### src/rtl/mem_lsu.sv
// ============================================================================
// Module   : mem_lsu
// Brief    : Load/store initiator; splits boundary-crossing accesses into two
//            word-aligned memory cycles and returns extended load data.
// Revision : 1.0
// ============================================================================
`default_nettype none

module mem_lsu #(
    parameter int MEM_BYTES = 128,
    parameter int ADDR_W    = 32
) (
    input  logic              clk,
    input  logic              rst_n,
    input  logic              req_valid,
    output logic              req_ready,
    input  logic              req_we,
    input  logic [1:0]        req_size,
    input  logic              req_unsigned,
    input  logic [ADDR_W-1:0] req_addr,
    input  logic [31:0]       req_wdata,
    output logic              rsp_valid,
    input  logic              rsp_ready,
    output logic [31:0]       rsp_rdata,
    output logic              rsp_err,
    output logic [ADDR_W-1:0] mem_adrs_rd,
    input  logic [31:0]       mem_rd_data,
    output logic              mem_wr_en,
    output logic [3:0]        mem_byt_en,
    output logic [ADDR_W-1:0] mem_adrs_wr,
    output logic [31:0]       mem_wr_data
);

    typedef enum logic [1:0] {
        S_IDLE = 2'd0,
        S_LO   = 2'd1,
        S_HI   = 2'd2,
        S_RESP = 2'd3
    } state_t;

    localparam logic [ADDR_W:0] c_MEM_END = (ADDR_W+1)'(MEM_BYTES);

    state_t            r_state;
    state_t            w_next;
    logic              r_we;
    logic [1:0]        r_size;
    logic              r_unsigned;
    logic [ADDR_W-1:0] r_addr;
    logic [31:0]       r_wdata;
    logic              r_err;
    logic [31:0]       r_lo_word;
    logic [31:0]       r_hi_word;

    logic              w_accept;
    logic [3:0]        w_req_nbytes;
    logic [ADDR_W:0]   w_req_end;
    logic              w_req_err;
    logic [2:0]        w_nbytes;
    logic [1:0]        w_off;
    logic [ADDR_W-1:0] w_base;
    logic [ADDR_W-1:0] w_base_hi;
    logic              w_split;
    logic [7:0]        w_mask8;
    logic [63:0]       w_wd64;
    logic [31:0]       w_rd32;
    logic [31:0]       w_ext;

    assign w_accept = req_valid && req_ready;

    // One extra bit on the end address makes address wrap-around read as out of range.
    assign w_req_nbytes = 4'd1 << req_size;
    assign w_req_end    = {1'b0, req_addr} + {{(ADDR_W-3){1'b0}}, w_req_nbytes};
    assign w_req_err    = (req_size == 2'd3) || (w_req_end > c_MEM_END);

    assign w_nbytes  = 3'd1 << r_size;
    assign w_off     = r_addr[1:0];
    assign w_base    = {r_addr[ADDR_W-1:2], 2'b00};
    assign w_base_hi = w_base + ADDR_W'(4);
    assign w_split   = ({1'b0, w_off} + w_nbytes) > 3'd4;

    // Lanes and data for both words at once: low half goes to LO, high half to HI.
    assign w_mask8 = ((8'd1 << w_nbytes) - 8'd1) << w_off;
    assign w_wd64  = {32'd0, r_wdata} << {w_off, 3'b000};
    assign w_rd32  = 32'({r_hi_word, r_lo_word} >> {w_off, 3'b000});

    always_comb begin
        w_ext = w_rd32;
        case (r_size)
            2'd0:    w_ext = r_unsigned ? {24'd0, w_rd32[7:0]}
                                        : {{24{w_rd32[7]}}, w_rd32[7:0]};
            2'd1:    w_ext = r_unsigned ? {16'd0, w_rd32[15:0]}
                                        : {{16{w_rd32[15]}}, w_rd32[15:0]};
            default: w_ext = w_rd32;
        endcase
    end

    always_comb begin
        w_next      = r_state;
        req_ready   = 1'b0;
        rsp_valid   = 1'b0;
        rsp_rdata   = 32'd0;
        rsp_err     = 1'b0;
        mem_adrs_rd = '0;
        mem_adrs_wr = '0;
        mem_wr_en   = 1'b0;
        mem_byt_en  = 4'd0;
        mem_wr_data = 32'd0;
        case (r_state)
            S_IDLE: begin
                // Held low while reset is asserted even though the state is IDLE.
                req_ready = rst_n;
                if (req_valid && rst_n) begin
                    w_next = w_req_err ? S_RESP : S_LO;
                end
            end
            S_LO: begin
                mem_adrs_rd = w_base;
                mem_adrs_wr = w_base;
                if (r_we) begin
                    mem_wr_en   = 1'b1;
                    mem_byt_en  = w_mask8[3:0];
                    mem_wr_data = w_wd64[31:0];
                end
                w_next = w_split ? S_HI : S_RESP;
            end
            S_HI: begin
                mem_adrs_rd = w_base_hi;
                mem_adrs_wr = w_base_hi;
                if (r_we) begin
                    mem_wr_en   = 1'b1;
                    mem_byt_en  = w_mask8[7:4];
                    mem_wr_data = w_wd64[63:32];
                end
                w_next = S_RESP;
            end
            S_RESP: begin
                rsp_valid = 1'b1;
                rsp_err   = r_err;
                rsp_rdata = (r_we || r_err) ? 32'd0 : w_ext;
                if (rsp_ready) begin
                    w_next = S_IDLE;
                end
            end
            default: w_next = S_IDLE;
        endcase
    end

    always_ff @(posedge clk or negedge rst_n) begin
        if (!rst_n) begin
            r_state    <= S_IDLE;
            r_we       <= 1'b0;
            r_size     <= 2'd0;
            r_unsigned <= 1'b0;
            r_addr     <= '0;
            r_wdata    <= 32'd0;
            r_err      <= 1'b0;
            r_lo_word  <= 32'd0;
            r_hi_word  <= 32'd0;
        end else begin
            r_state <= w_next;
            if (r_state == S_IDLE && w_accept) begin
                r_we       <= req_we;
                r_size     <= req_size;
                r_unsigned <= req_unsigned;
                r_addr     <= req_addr;
                r_wdata    <= req_wdata;
                r_err      <= w_req_err;
                r_lo_word  <= 32'd0;
                r_hi_word  <= 32'd0;
            end
            if (r_state == S_LO && !r_we) begin
                r_lo_word <= mem_rd_data;
            end
            if (r_state == S_HI && !r_we) begin
                r_hi_word <= mem_rd_data;
            end
        end
    end

endmodule

`default_nettype wire

### config.mk
export PLATFORM = sky130hd
export DESIGN_NAME = mem_lsu
export DESIGN_NICKNAME = d
export VERILOG_FILES = /design/src/rtl/mem_lsu.sv
export SDC_FILE = /design/constraint.sdc
export NUM_CORES = 1
export LEC_CHECK = 0
export CORE_MARGIN = 2
export CORE_UTILIZATION = 55
export CTS_BUF_LIST = sky130_fd_sc_hd__clkbuf_4 sky130_fd_sc_hd__clkbuf_8
export DETAILED_ROUTE_END_ITERATION = 16
export MAX_ROUTING_LAYER = met4
export PLACE_DENSITY = 0.93
export SETUP_SLACK_MARGIN = 0.5
export SKIP_LAST_GASP = 1
export SYNTH_ARGS = -nofsm -noshare
export SYNTH_HDL_FRONTEND = slang
export SYNTH_SLANG_ARGS = --single-unit
export TNS_END_PERCENT = 30
### constraint.sdc
create_clock -name clk -period 4.7 [get_ports clk]
set_input_delay 0.47 -clock clk [delete_from_list [all_inputs] [get_ports clk]]
set_output_delay 0.47 -clock clk [all_outputs]
set_load 0.01 [all_outputs]
==> reports/summary.txt <==
status = finished, final reports clean
reg2reg end = r_state[0]
dpl hpwl = 20400 um
crit path DAT = 3.48 ns
Max IR drop VDD = 0.301 mV
CP top delay family = flip-flops
all-layer global routing usage = 0.337
initial drt markers = 1184
highest cell delay on the worst timing path = 0.82 ns
Max Slew Vio Count = 0
cell taking the most area after synthesis = dfrtp_1
Final nets = 1467
number of global-route vias before repair = 9174
Via density = 6.09
Placer Congestion = 0.953
vias post-DR = 9603
Fin. Hold Viols = 0
mean area per synthesized cell = 7.83 um^2
WHS = 0.0819 ns
flops & latches, synth = 127
Register Area = 3180 um^2
synth unique cells = 65
Synth warnings = 0
setup bufs post-CTS = 0
I/O pin total = 240
final wirelength = 29300 um
Post-synth EDFFs = 0
Async SR Flop Fraction = 1.00
Placed Cells incl. Taps = 1545
Final Non-Filler Cells = 1577
die area = 17900 um^2
Area Growth Syn to Fin = 28.0%
DRC viols = 0
multi-input combinational cell area = 5500 um^2
core area = 16500 um^2
CP endpoint = rsp_rdata[23]
skew final = 0.0156 ns
first-pass GRT wire length = 46800 um
htree depth = 4
port bufs = 235
total of max-cap violations = 0
Fill cells = 1265
Crit path depth = 9
Seq/Total Area, Yosys = 0.343
Remaining Overflow, GRT = 0
CTS Sinks = 127
Post-synth top cells = 363 x nand2_1, 127 x dfrtp_1, 89 x nor2_1, 76 x nand3_1, 62 x clkbuf_1
starting density of the core = 0.561
setup-violating endpoint count in the final report = 0
top cell type's share of synthesized area = 0.343
quantity of gates resized following cts = 0
Worst Hold Class = in -> async
Cell Area, Synth = 9270 um^2
crit path cell chain = mux2_2 > nand2_1 > o21ai_0 > nand2_1 > a21oi_1 > o21bai_1 > buf_4 > a21oi_1 > clkdlybuf4s50_1
setup slack, reg-to-reg = 1.96 ns
clock root buffer = clkbuf_8
leakage = 5.11 nW
CTS Hold Bufs = 0
Clk pin slew, worst setup/hold paths = 0.08 ns
setup TNS = 0 ns
Critical Path RT = 4.23 ns
Die W = 134 um
Max Fclk = 253 MHz
drt wl/cell = 18.6 um
site row count = 47
Tmin final = 3.95 ns
slowest CP cell = dfrtp_4
worst-skew pair later-pin latency = 0.46 ns
RSZ-0062 raised after global routing = no
ratio of final minimum period to clock period = 0.841
Critical Path Sink Type = output pin
largest cells by area after synthesis = dfrtp_1 34%, nand2_1 15%, mux4_2 7.3%
largest net degree at the start of global routing = 76
Die Ht = 134 um
CP Class = reg -> out
Worst Tran Pin Value = 1.11 ns
TritonCTS Buffers = 17
Slew Limit Headroom = 0.259
Longest Clk Path Bufs = 2
R2R depth = 9
share of layout cells above drive strength 1 = 0.0840
Crit Path Max Fanout = 44
Critical Path Start Type = flip-flop
drt pass-1 iters = 7
Cell Pwr Density = 586 nW/um^2
# diodes = 0
Cells after Synth = 1184
TritonCTS clock tree = yes
antenna violations before repair = 0
Setup crit start = r_addr[0]
Post-DRT Antenna Nets = 0
Buf/Inv on CP = 2
Main synth FF type = dfrtp_1
FF-to-FF Start = r_addr[0]
most frequent cell after synthesis = nand2_1
cell families after synthesis:
logic type / after synthesis / share of synthesized area
AOI/OAI and AO/OA: 161 / 0.115
muxes: 61 / 0.109
buffers and inverters: 132 / 0.0680
xor gates and xnor gates: 19 / 0.0179
adders and majority gates: 19 / 0.0273
other: 1 / 0.000404
and+or+nand+nor: 664 / 0.320
DFF: 127 / 0.343
per-stage QoR:
step | total power, mW | cell area [um^2] | utilization | setup WS, ns
after floorplan | 4.71 | 9280 | - | 1.95
after global placement | 5.84 | 11500 | 0.696 | 1.10
after detailed placement | 5.99 | 11500 | 0.696 | 0.940
after CTS | 6.90 | 11900 | 0.718 | 0.779
after global routing | 7.44 | 11900 | 0.718 | 0.513
final | 6.95 | 11900 | 0.718 | 0.750
flip-flops by register name, summed over array words and instances (netlist names):
| name | count |
|---|---|
| r_addr | 32 |
| r_lo_word | 32 |
| r_wdata | 32 |
| r_hi_word | 24 |
| r_size | 2 |
| r_state | 2 |
| r_err | 1 |
| r_unsigned | 1 |
| r_we | 1 |
how the worst min path moves through the flow:
stage	start	to	slack, ns	depth (start not counted)
3_5_place_dp	r_hi_word[23]	r_hi_word[23]	0.48	2
5_1_grt	rst_n	r_lo_word[12]	0.13	1
4_1_cts	rst_n	r_hi_word[20]	0.10	1
3_3_place_gp	r_hi_word[18]	r_hi_word[18]	0.47	2
2_1_floorplan	rst_n	r_addr[0]	0.17	0
6_report	rst_n	r_lo_word[12]	0.08	1
per-layer routing:
metal / wire (um) / track usage
met5: 0 / -
met1: 11500 / 0.429
met4: 1080 / 0.139
met2: 13900 / 0.529
met3: 2840 / 0.0699
worst register-to-register path, cell delays in order (launching register included):
cell,delay (ns)
dfrtp_4,0.82
buf_4,0.54
ha_1,0.23
inv_1,0.05
fa_1,0.42
nor2b_1,0.13
o21ai_0,0.19
nand3_1,0.10
nand2_1,0.07
o21ai_0,0.08
layout by cell type (no fill, tap or decap), drive strengths merged, types with 17 or more instances in the layout:
master / n
a21oi: 29
a22oi: 25
and3: 18
buf: 17
clkbuf: 19
clkdlybuf4s50: 234
dfrtp: 127
ha: 17
inv: 22
mux2: 18
mux4: 30
nand2: 363
nand3: 76
nand4: 19
nor2: 89
nor2b: 27
nor3: 29
o21ai: 38
report_power, final:
part           switching [mW]  internal [mW]
clock                   0.489          0.401
combinational            2.09           1.79
sequential              0.595           1.59
total                    3.17           3.78
layout make-up:
cell class              instances  share of cell area
multi-input cells             928               0.463
flip-flops and latches        127               0.268
repair buffers                251               0.208
well taps                     220              0.0232
clock buffers                  19              0.0220
clock inverters                13             0.00896
inverters                      19             0.00601
Note: power is estimated with default switching activity, not from simulation.
